**src/rtl/instruction_fetch_if.sv**
```systemverilog
// Bundle of the fetch stage's buses: the instruction-memory request/response port,
// the control redirect input and the valid/ready instruction output to decode.
interface instruction_fetch_if;
    logic        imem_req_valid;
    logic        imem_req_ready;
    logic [31:0] imem_req_addr;
    logic        imem_resp_valid;
    logic [31:0] imem_resp_data;
    logic        redirect_valid;
    logic [31:0] redirect_pc;
    logic        instr_valid;
    logic        instr_ready;
    logic [31:0] instruction;
    logic [31:0] instr_pc;

    modport master (
        output imem_req_valid,
        output imem_req_addr,
        input  imem_req_ready,
        input  imem_resp_valid,
        input  imem_resp_data,
        input  redirect_valid,
        input  redirect_pc,
        output instr_valid,
        output instruction,
        output instr_pc,
        input  instr_ready
    );

    modport slave (
        input  imem_req_valid,
        input  imem_req_addr,
        output imem_req_ready,
        output imem_resp_valid,
        output imem_resp_data,
        output redirect_valid,
        output redirect_pc,
        input  instr_valid,
        input  instruction,
        input  instr_pc,
        output instr_ready
    );
endinterface

```
**src/rtl/instruction_fetch.sv**
```systemverilog
// Fetch stage of the multi-cycle RV32 core: one outstanding word read at a time,
// each returned instruction is held for decode until consumed; redirects drop stale data.
module instruction_fetch #(
    parameter logic [31:0] RESET_PC = 32'h0000_0000
) (
    input  logic          clk,
    input  logic          rst,
    instruction_fetch_if.master bus
);

    typedef enum logic [1:0] {
        REQ,
        WAIT,
        HOLD,
        DRAIN
    } state_e;

    state_e      state_q, state_d;
    logic [31:0] pc_q, pc_d;
    logic [31:0] instruction_q, instruction_d;
    logic [31:0] instr_pc_q, instr_pc_d;
    logic        instr_valid_q, instr_valid_d;

    always_ff @(posedge clk) begin
        if (rst) begin
            state_q       <= REQ;
            pc_q          <= {RESET_PC[31:2], 2'b00};
            instruction_q <= 32'h0;
            instr_pc_q    <= 32'h0;
            instr_valid_q <= 1'b0;
        end else begin
            state_q       <= state_d;
            pc_q          <= pc_d;
            instruction_q <= instruction_d;
            instr_pc_q    <= instr_pc_d;
            instr_valid_q <= instr_valid_d;
        end
    end

    always_comb begin
        state_d       = state_q;
        pc_d          = pc_q;
        instruction_d = instruction_q;
        instr_pc_d    = instr_pc_q;
        instr_valid_d = instr_valid_q;

        case (state_q)
            REQ: begin
                if (bus.imem_req_ready) begin
                    state_d = WAIT;
                end
            end
            WAIT: begin
                if (bus.imem_resp_valid) begin
                    instruction_d = bus.imem_resp_data;
                    instr_pc_d    = pc_q;
                    instr_valid_d = 1'b1;
                    pc_d          = pc_q + 32'd4;
                    state_d       = HOLD;
                end
            end
            HOLD: begin
                if (bus.instr_ready) begin
                    instr_valid_d = 1'b0;
                    state_d       = REQ;
                end
            end
            DRAIN: begin
                if (bus.imem_resp_valid) begin
                    state_d = REQ;
                end
            end
        endcase

        // A redirect wins over everything; an in-flight request must still be drained
        // so the memory never sees a second request before its pending response.
        if (bus.redirect_valid) begin
            pc_d          = {bus.redirect_pc[31:2], 2'b00};
            instr_valid_d = 1'b0;
            instruction_d = instruction_q;
            instr_pc_d    = instr_pc_q;
            case (state_q)
                REQ:     state_d = bus.imem_req_ready ? DRAIN : REQ;
                WAIT:    state_d = bus.imem_resp_valid ? REQ : DRAIN;
                HOLD:    state_d = REQ;
                DRAIN:   state_d = bus.imem_resp_valid ? REQ : DRAIN;
            endcase
        end
    end

    // Request is suppressed during the reset cycle itself so nothing is issued from a stale pc.
    assign bus.imem_req_valid = (state_q == REQ) && !rst;
    assign bus.imem_req_addr  = pc_q;
    assign bus.instr_valid    = instr_valid_q;
    assign bus.instruction    = instruction_q;
    assign bus.instr_pc       = instr_pc_q;

endmodule
```
**src/flat_wrapper.sv**
```systemverilog
// flat-port wrapper written by rule: the top's interface ports become plain ports
module instruction_fetch_flat 
#(
    parameter logic [31:0] RESET_PC = 32'h0000_0000
)
  (clk, rst, bus_imem_req_valid, bus_imem_req_addr, bus_imem_req_ready, bus_imem_resp_valid, bus_imem_resp_data, bus_redirect_valid, bus_redirect_pc, bus_instr_valid, bus_instruction, bus_instr_pc, bus_instr_ready);
  instruction_fetch_if bus_i ();
  input  logic clk;
  input  logic rst;
  output wire logic [$bits(bus_i.imem_req_valid)-1:0] bus_imem_req_valid;
  output wire logic [$bits(bus_i.imem_req_addr)-1:0] bus_imem_req_addr;
  input wire logic [$bits(bus_i.imem_req_ready)-1:0] bus_imem_req_ready;
  input wire logic [$bits(bus_i.imem_resp_valid)-1:0] bus_imem_resp_valid;
  input wire logic [$bits(bus_i.imem_resp_data)-1:0] bus_imem_resp_data;
  input wire logic [$bits(bus_i.redirect_valid)-1:0] bus_redirect_valid;
  input wire logic [$bits(bus_i.redirect_pc)-1:0] bus_redirect_pc;
  output wire logic [$bits(bus_i.instr_valid)-1:0] bus_instr_valid;
  output wire logic [$bits(bus_i.instruction)-1:0] bus_instruction;
  output wire logic [$bits(bus_i.instr_pc)-1:0] bus_instr_pc;
  input wire logic [$bits(bus_i.instr_ready)-1:0] bus_instr_ready;
  assign bus_imem_req_valid = bus_i.imem_req_valid;
  assign bus_imem_req_addr = bus_i.imem_req_addr;
  assign bus_i.imem_req_ready = bus_imem_req_ready;
  assign bus_i.imem_resp_valid = bus_imem_resp_valid;
  assign bus_i.imem_resp_data = bus_imem_resp_data;
  assign bus_i.redirect_valid = bus_redirect_valid;
  assign bus_i.redirect_pc = bus_redirect_pc;
  assign bus_instr_valid = bus_i.instr_valid;
  assign bus_instruction = bus_i.instruction;
  assign bus_instr_pc = bus_i.instr_pc;
  assign bus_i.instr_ready = bus_instr_ready;
  instruction_fetch #(.RESET_PC(RESET_PC)) u_core (.clk(clk), .rst(rst), .bus(bus_i));
endmodule
```
**config.mk**
```make
export PLATFORM = sky130hd
export DESIGN_NAME = instruction_fetch_flat
export DESIGN_NICKNAME = d
export VERILOG_FILES = /design/src/rtl/instruction_fetch_if.sv /design/src/rtl/instruction_fetch.sv /design/src/flat_wrapper.sv
export SDC_FILE = /design/constraint.sdc
export NUM_CORES = 1
export LEC_CHECK = 0
export CAP_MARGIN = 30
export CORE_MARGIN = 2
export CORE_UTILIZATION = 45
export DETAILED_ROUTE_END_ITERATION = 6
export GPL_TIMING_DRIVEN = 0
export PLACE_DENSITY = 0.83
export SLEW_MARGIN = 20
export SYNTH_ARGS = -nofsm -noshare
export SYNTH_HDL_FRONTEND = slang
export SYNTH_SLANG_ARGS = --single-unit
```
**constraint.sdc**
```tcl
create_clock -name clk -period 3.92 [get_ports clk]
set_clock_uncertainty 0.05 [all_clocks]
set_input_delay 0.588 -clock clk [delete_from_list [all_inputs] [get_ports clk]]
set_output_delay 0.588 -clock clk [all_outputs]
set_load 0.01 [all_outputs]
```
; Word level (Yosys, flattened, before mapping)
; Index checks and enable logic that the tools add are counted.
[word_totals]
register_bits = 99
inputBits = 70
out_inout_bits = 98
[op_classes]
add_sub_neg = 1
n_eq_ne = 9
mux = 15
bitwise_logic = 1
reduce_logical = 13
[op_table]
columns = op, n
row1 = $mux W32, 3
row2 = $add A32 B3 Y32 const B, 1
row3 = $mux W2, 7
row4 = $ne A3 B3 Y1 const B, 4
row5 = $pmux W2 S4, 1
row6 = $pmux W2 S3, 1
row7 = $reduce_and A3 Y1, 2
row8 = $reduce_bool A2 Y1, 3
row9 = $eq A2 B2 Y1 const B, 2
row10 = $ne A2 B2 Y1 const B, 2
row11 = $reduce_and A2 Y1, 2
row12 = $reduce_and A4 Y1, 1
row13 = $reduce_or A2 Y1, 2
row14 = $eq A2 B1 Y1 const B, 1
row15 = $logic_not A2 Y1, 1
row16 = $mux W1, 2
row17 = $pmux W1 S2, 1
row18 = $logic_and A1 B1 Y1, 1
row19 = $logic_not A1 Y1, 1
row20 = $not A1 Y1, 1

; Depth between registers and ports, before layout
; Gate-level depths: netlist of run 1.
[depth]
word_depth = 4
mapped_depth = 7
ltp_nobuf = 5

; Worst setup path after synthesis of run 1
; OpenSTA, ideal clock, no wires.
[synth_timing]
path_kind = in2reg
startpoint = in bus_imem_resp_valid
endpoint = reg u_core.pc_q[17], in the netlist u_core.bus.imem_req_addr[17]
arrival_ns = 1.917
path_slack_ns = 1.862
cell_stages = 5
path_buffers = 1
cell_sequence = nand4b_2 -> or3_1 -> buf_2 -> or4_1 -> a311oi_1
[synth_between]
elab_chain_cells = 2
[synth_lines]
columns = element, line
row1 = "start, declared", flat_wrapper.sv:13  ; input wire logic [$bits(bus_i.imem_resp_valid)-1:0] bus_imem_resp_valid;
row2 = $reduce_bool A2 Y1 (no line), --
row3 = $reduce_and A2 Y1 (no line), --
row4 = "end signal, assigned", instruction_fetch.sv:27  ; pc_q <= {RESET_PC[31:2], 2'b00};
row5 = "end signal, assigned", instruction_fetch.sv:33  ; pc_q <= pc_d;
row6 = "end, declared", instruction_fetch.sv:19  ; logic [31:0] pc_q, pc_d;
; No other way between the ends.
; A chain may end at the register's enable or synchronous reset.

; Worst setup path after layout of run 1
[layout_timing]
startpoint = in bus_imem_resp_valid
endpoint = reg u_core.instruction_q[21], in the netlist u_core.bus.instruction[21]
[layout_between]
elab_chain_cells = 1
[layout_lines]
columns = element, line
row1 = $reduce_and A3 Y1 (no line), --
row2 = "end signal, assigned", instruction_fetch.sv:34  ; instruction_q <= instruction_d;
row3 = "end, declared", instruction_fetch.sv:20  ; logic [31:0] instruction_q, instruction_d;
; No other way between the ends.

==> results.py, run 1 <==
metrics = {
    "run_status": {
        "outcome": "finished clean",
    },
    "logic_synthesis": {
        "yosysTopAreaCell": "dfxtp_1",
        "synth_seq_area_share_pct": 46.5,
        "ys_warn_count": 0,
        "synth_async_sr_flop_share_pct": 0,
        "synth_seq_cells": 95,
        "yosys.area.top_type_share_pct": 46.5,
        "synth_area_leaders": "dfxtp_1, nand2_1, a21oi_1",
        "synth_ff_type": "dfxtp_1",
        "syn_area_sq_um": 4090,
        "synthCells": 518,
        "synth_cell_types": 44,
        "synth_edf_count": 0,
        "avgSynthCellArea_sq_um": 7.90,
    },
    "clock_network": {
        "clk_latency_ps": 360,
        "post_cts_resized": 0,
        "post_cts_buffers": 0,
        "cts.path.max_buffers": 2,
        "ctsHoldBuffers": 0,
        "cts_tree": "yes",
        "htreeDepth": 3,
        "clkSinkCount": 95,
        "cts_made_buffers": 9,
        "root_buffer": "clkbuf_8",
        "clk_pin_slew_ps": 90,
    },
    "floorplan": {
        "fp.dieH_microns": 99.4,
        "dieArea_sq_um": 9870,
        "rows": 34,
        "die_w_microns": 99.4,
        "coreArea_sq_um": 8760,
        "io_pins": 168,
        "start_util_pct": 46.7,
    },
    "global_routing": {
        "grt_usage_pct": 24.8,
        "grt_start_max_net_pins": 16,
        "antenna_found_initial": 0,
        "grt_pass1_wl_mm": 19.9,
        "gr-total-overflow": 0,
        "grt_pass1_vias": 4193,
    },
    "layout": {
        "instances_no_fill": 805,
        "diodes": 0,
        "final_cell_mix": "clkdlybuf4s50_1, nand2_1, dfxtp_1",
        "fillers": 745,
        "syn2layout_area_growth_pct": 47.9,
        "layout-drive-gt1-share_pct": 4.02,
        "layout.nets": 764,
        "layout_commonest_cell": "clkdlybuf4s50_1",
    },
    "routing": {
        "drc": 0,
        "drtIter0Drc": 207,
        "routed_via_density": 5.44,
        "drt_first_pass_iters": 5,
        "wirelength_mm": 12.4,
        "ant_nets": 0,
        "wire_per_inst_microns": 15.5,
        "vias": 4376,
    },
    "worst_setup_path": {
        "crit_path_top_delay_cell": "nor2_1",
        "crit_top_cell": "clkbuf_1",
        "critPathKind": "in -> reg",
        "crit_chain": "clkdlybuf4s50_1 > nand3b_1 > clkbuf_1 > nor2_1 > clkbuf_1 > nand2_1 > a21oi_1",
        "reg2reg_slack_ps": 1560,
        "reg2reg_depth": 7,
        "max_stage_delay_ps": 640,
        "worstReg2RegEnd": "u_core.bus.instruction[21]$_SDFFE_PP0P_",
        "cp-start-kind": "input pin",
        "cp-end-kind": "flip-flop",
        "crit_fanout": 10,
        "cp.arrival_ps": 2900,
        "crit-reg2reg-launch": "u_core.state_q[0]$_SDFFE_PP0P_",
        "cp.required_ps": 4160,
    },
    "timing": {
        "slew_violations": 0,
        "finalCritPeriodShare_pct": 67.9,
        "finalHoldViolCount": 0,
        "slew_headroom_pct": 41.0,
        "rsz0062_at_grt": "no",
        "worst_pin_slew_ps": 877,
        "max_freq_mhz": 376,
        "tns_ps": 0,
        "period_minus_slack_ps": 2660,
        "finalSetupViolCount": 0,
    },
    "hold_path": {
        "hold_end": "u_core.bus.instr_pc[3]$_SDFFE_PP0P_",
        "min_from": "u_core.bus.instr_pc[3]$_SDFFE_PP0P_",
        "hp-class": "reg -> reg",
        "min_path_cells": 2,
    },
    "placement": {
        "port_buffers": 160,
        "dpl.cell_count": 789,
        "dp.final_hpwl_mm": 9.15,
        "place_congestion": 0.801,
    },
    "run": {
        "max-cap-violations": 0,
    },
    "power": {
        "ir_drop_mv": 0.205,
        "p_leak_nw": 2.00,
        "p_per_area_nw_per_um2": 331,
    },
}
[per-stage QoR]
step	hold WS [ps]	area (sq um)	setup WS (ps)	utilization (%)	power, mW
floorplan	431	4100	1860	-	1.17
global placement	392	5840	1020	66.6	1.34
detailed placement	396	5840	951	66.6	1.35
CTS	409	6040	1310	69.0	2.01
global route	428	6050	1070	69.0	2.08
finish	407	6050	1260	69.0	2.01
[critical path, delay by kind of cell]
| kind | cells | cell delay, ps |
|---|---|---|
| AND/OR/NAND/NOR | 3 | 880 |
| AO/OA/AOI/OAI | 1 | 160 |
| buffers and inverters | 3 | 1270 |
[final cells by class]
class | count | area [sq um] | area share (%)
Multi-Input combinational cell | 375 | 1980 | 32.8
Sequential cell | 95 | 1900 | 31.4
Timing Repair Buffer | 161 | 1610 | 26.6
Buffer | 40 | 175 | 2.90
Clock buffer | 11 | 151 | 2.50
Tap cell | 108 | 135 | 2.23
Clock inverter | 4 | 53.8 | 0.889
Inverter | 11 | 41.3 | 0.683
[registers in the layout, summed over array words and instances, names as in the netlist]
name and cells:
u_core.bus.instr_pc 30, u_core.bus.instr_valid 1, u_core.bus.imem_req_addr 30, u_core.state_q 2, u_core.bus.instruction 32
[how the worst max path moves through the flow]
stage	start	end	slack, ps	depth (start not counted)
after floorplan	bus_imem_resp_valid	u_core.bus.imem_req_addr[17]$_SDFFE_PP0P_	1860	5
after global placement	bus_imem_resp_valid	u_core.bus.instruction[12]$_SDFFE_PP0P_	1020	7
after detailed placement	bus_imem_resp_valid	u_core.bus.instruction[21]$_SDFFE_PP0P_	950	7
after CTS	bus_imem_resp_valid	u_core.bus.instruction[21]$_SDFFE_PP0P_	1310	7
after global routing	bus_imem_resp_valid	u_core.bus.instruction[21]$_SDFFE_PP0P_	1070	7
final	bus_imem_resp_valid	u_core.bus.instruction[21]$_SDFFE_PP0P_	1260	7
[cell usage after synthesis, drive strengths merged (9+ instances only)]
cell type / count
nor2: 32
or4: 9
a211oi: 16
clkbuf: 32
nor4: 10
o31ai: 9
nand2: 140
a311oi: 10
nand4: 9
a21oi: 65
inv: 11
xnor2: 9
dfxtp: 95
[layer usage]
| layer | track usage (%) | share of wire (%) | routed length [microns] |
|---|---|---|---|
| met3 | 4.29 | 6.0 | 744 |
| met4 | 8.11 | 1.6 | 205 |
| met1 | 30.7 | 42 | 5260 |
| met2 | 43.8 | 50 | 6230 |
| met5 | 0 | 0 | 0 |
[power by group]
part,internal [mW],switching [mW]
combinational,0.157,0.124
clock,0.329,0.349
sequential,0.999,0.0486
[kinds of logic (layout without fill, tap and decap cells)]
kind of cell | after synthesis | in the layout | share of synthesized area, %
flops | 95 | 95 | 46.5
other cells | 1 | 4 | 0.0917
compound gates | 117 | 117 | 17.4
xor+xnor | 11 | 11 | 2.35
fa+ha+maj | 1 | 1 | 0.306
mux | 1 | 1 | 0.245
simple gates | 241 | 241 | 27.8
buf+inv | 51 | 227 | 5.29
(Power assumes the default switching activity.)
==> inputs of run 2 (changes only) <==
- CORE_UTILIZATION: 45 -> 43
- PLACE_DENSITY: 0.83 -> 0.8
- clock period: 3.92 -> 2.6 ns (I/O delays scaled with it)
==> run 2 against run 1 <==
Sequential cell count unchanged. First-iteration DRC count is 3.4% higher. Sequential share of layout area is essentially flat. Largest cell class unchanged. Wire length down 0.52%.
==> results.py, run 2 (same netlist as run 1, synthesis figures left out) <==
metrics = {
    "power": {
        "p_per_area_nw_per_um2": 480,
        "p_leak_nw": 1.98,
        "power_frac_comb_pct": 14.6,
        "power_frac_seq_pct": 54.5,
        "ir_drop_mv": 0.261,
        "pwr-share-clk_pct": 30.9,
        "p_int_mw": 2.12,
        "power_mw": 2.90,
        "swShare_pct": 27.0,
        "p_sw_mw": 0.782,
    },
    "worst_setup_path": {
        "cp.arrival_ps": 2610,
        "max_stage_delay_ps": 880,
        "crit_fanout": 7,
        "crit_path_top_delay_cell": "nor4_1",
        "crit_chain": "clkdlybuf4s50_1 > nand4b_2 > nor4_1 > a211oi_1 > a2111oi_0",
        "cp.required_ps": 2780,
        "cp-end-kind": "flip-flop",
        "critPathKind": "in -> reg",
        "reg2reg_depth": 5,
        "cp-start-kind": "input pin",
    },
    "routing": {
        "routed_via_density": 5.35,
        "vias": 4413,
        "dr_wl_met3_microns": 723,
        "drt_first_pass_iters": 4,
        "wirelength_mm": 12.4,
        "wire_per_inst_microns": 15.0,
        "drtIter0Drc": 214,
        "ant_nets": 0,
        "wl_met2_mm": 6.00,
        "wl_met1_mm": 5.42,
        "drc": 0,
        "topRoutingLayerUsed": "met4",
    },
    "timing": {
        "slew_headroom_pct": 36.1,
        "max_freq_mhz": 412,
        "tns_ps": 0,
        "finalSetupViolCount": 0,
        "finalHoldViolCount": 0,
        "finalCritPeriodShare_pct": 93.3,
        "period_minus_slack_ps": 2430,
        "worst_pin_slew_ps": 949,
        "rsz0062_at_grt": "no",
        "slew_violations": 0,
    },
    "layout": {
        "instances_no_fill": 825,
        "fillers": 823,
        "syn2layout_area_growth_pct": 47.6,
        "layout-drive-gt1-share_pct": 3.88,
        "final_cell_mix": "clkdlybuf4s50_1, nand2_1, dfxtp_1",
        "layout_commonest_cell": "clkdlybuf4s50_1",
        "post-route-util_pct": 65.4,
        "final_area_sq_um": 6040,
        "multi_input_area_sq_um": 1990,
        "diodes": 0,
        "seq_area_sq_um": 1900,
        "largest_reg_flops": 32,
        "layout.nets": 763,
    },
    "clock_network": {
        "clk_latency_ps": 360,
        "root_buffer": "clkbuf_8",
        "cts_made_buffers": 9,
        "cts.path.max_buffers": 2,
        "htreeDepth": 3,
        "clkSinkCount": 95,
        "cts_tree": "yes",
        "clk_pin_slew_ps": 90,
        "ctsHoldBuffers": 0,
    },
    "run": {
        "max-cap-violations": 0,
    },
    "placement": {
        "dp.final_hpwl_mm": 9.15,
        "place_area_sq_um": 5870,
        "place_congestion": 0.859,
        "port_buffers": 160,
        "dpl.cell_count": 810,
    },
    "floorplan": {
        "io_pins": 168,
        "dieArea_sq_um": 10300,
        "start_util_pct": 44.3,
        "fp.dieH_microns": 102,
        "rows": 35,
        "die_w_microns": 102,
        "coreArea_sq_um": 9240,
    },
    "global_routing": {
        "grt_pass1_wl_mm": 19.1,
        "grt_pass1_vias": 3892,
        "grt_usage_pct": 23.2,
        "gr-total-overflow": 0,
        "antenna_found_initial": 0,
        "grt_start_max_net_pins": 16,
    },
    "hold_path": {
        "min_path_cells": 2,
        "hp-class": "reg -> reg",
    },
    "run_status": {
        "outcome": "finished clean",
    },
}
run 2: final timing paths:
kind                                                              start                                        end  slack, ps
worst max-delay path                                bus_imem_resp_valid  u_core.bus.imem_req_addr[26]$_SDFFE_PP0P_        170
worst min-delay path            u_core.bus.instruction[30]$_SDFFE_PP0P_    u_core.bus.instruction[30]$_SDFFE_PP0P_        410
worst max register to register           u_core.state_q[0]$_SDFFE_PP0P_  u_core.bus.imem_req_addr[26]$_SDFFE_PP0P_        290
worst min register to register  u_core.bus.instruction[30]$_SDFFE_PP0P_    u_core.bus.instruction[30]$_SDFFE_PP0P_        410
run 2: critical path: cells and delay by family:
kind | cells | cell delay (ps)
compound gates | 2 | 510
buf+inv | 1 | 570
simple gates | 2 | 1140
run 2: stage by stage:
stage	setup slack [ps]	hold slack [ps]
5_1_grt	64.9	426
4_1_cts	136	409
3_5_place_dp	-245	396
2_1_floorplan	580	431
3_3_place_gp	-117	392
6_report	174	406
run 2: power groups by stage:
stage	sequential (mW)	combinational (mW)	clock (mW)
finish	1.58	0.423	0.894
global route	1.59	0.458	0.969
CTS	1.58	0.423	0.900
detailed placement	1.61	0.420	0
global placement	1.61	0.413	0
floorplan	1.62	0.154	0
run 2: cell type report:
type / instances / share of cell area [%]
inverter: 11 / 0.684
clock inverter: 4 / 0.518
buffer: 40 / 2.90
timing repair buffer: 160 / 26.5
tap: 129 / 2.67
clock buffer: 11 / 2.34
multi-input combinational: 375 / 32.9
sequential: 95 / 31.5
run 2: routing by layer:
layer,track usage [%],up-vias
met5,0,-
met4,7.69,0
met3,3.86,16
met2,38.7,174
met1,30.6,2074
li1,-,2149
run 2: what timing repair did:
action	4_1_cts	5_1_grt
gates resized for setup	0	1
setup buffers	0	0
setup endpoints to repair	0	1
==> inputs of run 3 (changes only) <==
- MAX_ROUTING_LAYER: unset -> met4
- clock period: 2.6 -> 2.7 ns (I/O delays scaled with it)
==> run 3 against run 2 <==
Final area about the same. Clock-buffer cell count unchanged. Sequential power down 4%. Sequential cell count unchanged. Hold slack about the same. Register-to-register slack better by 80 ps. Largest cell class unchanged. Largest power group unchanged.
==> results.py, run 3 (same netlist as run 1, synthesis figures left out) <==
metrics = {
    "run": {
        "max-cap-violations": 0,
    },
    "worst_setup_path": {
        "cp.required_ps": 2940,
        "max_stage_delay_ps": 680,
        "cp.arrival_ps": 2690,
        "cp-start-kind": "input pin",
        "cp-end-kind": "flip-flop",
        "crit_top_cell": "clkbuf_1",
        "critPathKind": "in -> reg",
        "crit_fanout": 10,
        "crit_chain": "clkdlybuf4s50_1 > nand3b_1 > clkbuf_1 > nor2_1 > clkbuf_1 > nand2_1 > a21oi_1",
        "crit_path_top_delay_cell": "nor2_1",
    },
    "global_routing": {
        "antenna_found_initial": 0,
        "grt_usage_pct": 24.0,
        "grt_start_max_net_pins": 16,
        "gr-total-overflow": 0,
        "grt_pass1_wl_mm": 19.1,
        "grt_pass1_vias": 3889,
    },
    "timing": {
        "worst_pin_slew_ps": 957,
        "slew_headroom_pct": 35.6,
        "finalCritPeriodShare_pct": 90.6,
        "rsz0062_at_grt": "no",
        "finalWorstSetupSlack_ps": 253,
        "max_freq_mhz": 409,
        "finalHoldViolCount": 0,
        "period_minus_slack_ps": 2450,
        "holdWs_ps": 406,
        "slew_violations": 0,
        "finalSetupViolCount": 0,
    },
    "floorplan": {
        "rows": 35,
        "start_util_pct": 44.3,
        "fp.dieH_microns": 102,
        "die_w_microns": 102,
        "io_pins": 168,
        "dieArea_sq_um": 10300,
        "coreArea_sq_um": 9240,
    },
    "power": {
        "swShare_pct": 26.9,
        "p_int_mw": 2.04,
        "power_frac_seq_pct": 54.6,
        "ir_drop_mv": 0.251,
        "pwr-share-clk_pct": 30.8,
        "power_frac_comb_pct": 14.6,
        "p_leak_nw": 1.98,
        "p_per_area_nw_per_um2": 461,
        "p_sw_mw": 0.750,
    },
    "placement": {
        "place_congestion": 0.873,
        "dp.final_hpwl_mm": 9.15,
        "port_buffers": 160,
        "place_area_sq_um": 5870,
        "dpl.cell_count": 810,
        "dp_slack_ps": -160,
    },
    "layout": {
        "layout-drive-gt1-share_pct": 3.74,
        "post-route-util_pct": 65.3,
        "fillers": 824,
        "instances_no_fill": 825,
        "final_cell_mix": "clkdlybuf4s50_1, nand2_1, dfxtp_1",
        "largest_reg_flops": 32,
        "layout_commonest_cell": "clkdlybuf4s50_1",
        "final_area_sq_um": 6040,
        "diodes": 0,
        "seq_area_sq_um": 1900,
        "multi_input_area_sq_um": 1980,
        "layout.nets": 763,
        "syn2layout_area_growth_pct": 47.6,
    },
    "routing": {
        "vias": 4401,
        "drtIter0Drc": 238,
        "drc": 0,
        "ant_nets": 0,
        "wire_per_inst_microns": 15.0,
        "routed_via_density": 5.33,
        "drt_first_pass_iters": 5,
        "wirelength_mm": 12.3,
    },
    "run_status": {
        "outcome": "finished clean",
    },
    "clock_network": {
        "post_cts_resized": 0,
        "clkSinkCount": 95,
        "cts_tree": "yes",
        "clk_pin_slew_ps": 90,
        "clk_latency_ps": 360,
        "htreeDepth": 3,
        "cts_made_buffers": 9,
        "root_buffer": "clkbuf_8",
        "post_cts_buffers": 0,
        "ctsHoldBuffers": 0,
        "cts.path.max_buffers": 2,
    },
    "hold_path": {
        "hp-class": "reg -> reg",
    },
}
run 3: critical path: cells and delay by family:
kind,cells,cell delay (ps)
and+or+nand+nor,3,920
AOI/OAI and AO/OA,1,130
buffers and inverters,3,1230
run 3: final timing paths:
kind / start / endpoint / slack, ps / depth (start not counted)
min reg2reg: u_core.bus.instruction[30]$_SDFFE_PP0P_ / u_core.bus.instruction[30]$_SDFFE_PP0P_ / 410 / 2
min: u_core.bus.instruction[30]$_SDFFE_PP0P_ / u_core.bus.instruction[30]$_SDFFE_PP0P_ / 410 / 2
max: bus_imem_resp_valid / u_core.bus.instruction[22]$_SDFFE_PP0P_ / 250 / 7
max reg2reg: u_core.state_q[0]$_SDFFE_PP0P_ / u_core.bus.instruction[22]$_SDFFE_PP0P_ / 370 / 7
run 3: per-stage QoR:
step / TNS (ps) / total power, mW
floorplan: 0 / 1.70
global placement: -873 / 1.95
detailed placement: -5760 / 1.96
CTS: 0 / 2.79
global route: 0 / 2.90
finish: 0 / 2.79
run 3: metal layers:
layer  global-route usage, %  vias to the layer above  share of wire [%]
li1                        -                     2149                  -
met5                       -                        -                  0
met3                    3.59                       17                5.7
met2                    38.8                      162                 49
met4                    7.69                        0                1.9
met1                    30.8                     2073                 44
run 3: power by group through the flow:
stage / logic (mW) / clock network (mW) / registers (mW)
final: 0.407 / 0.859 / 1.52
after global routing: 0.441 / 0.930 / 1.53
after CTS: 0.407 / 0.867 / 1.52
after detailed placement: 0.405 / 0 / 1.55
after global placement: 0.398 / 0 / 1.55
after floorplan: 0.148 / 0 / 1.56
run 3: final cells by class:
cell class,count,area share (%)
Buffer,40,2.90
Multi-Input combinational cell,375,32.9
Tap cell,129,2.67
Clock inverter,4,0.518
Timing Repair Buffer,160,26.5
Inverter,11,0.684
Sequential cell,95,31.5
Clock buffer,11,2.34
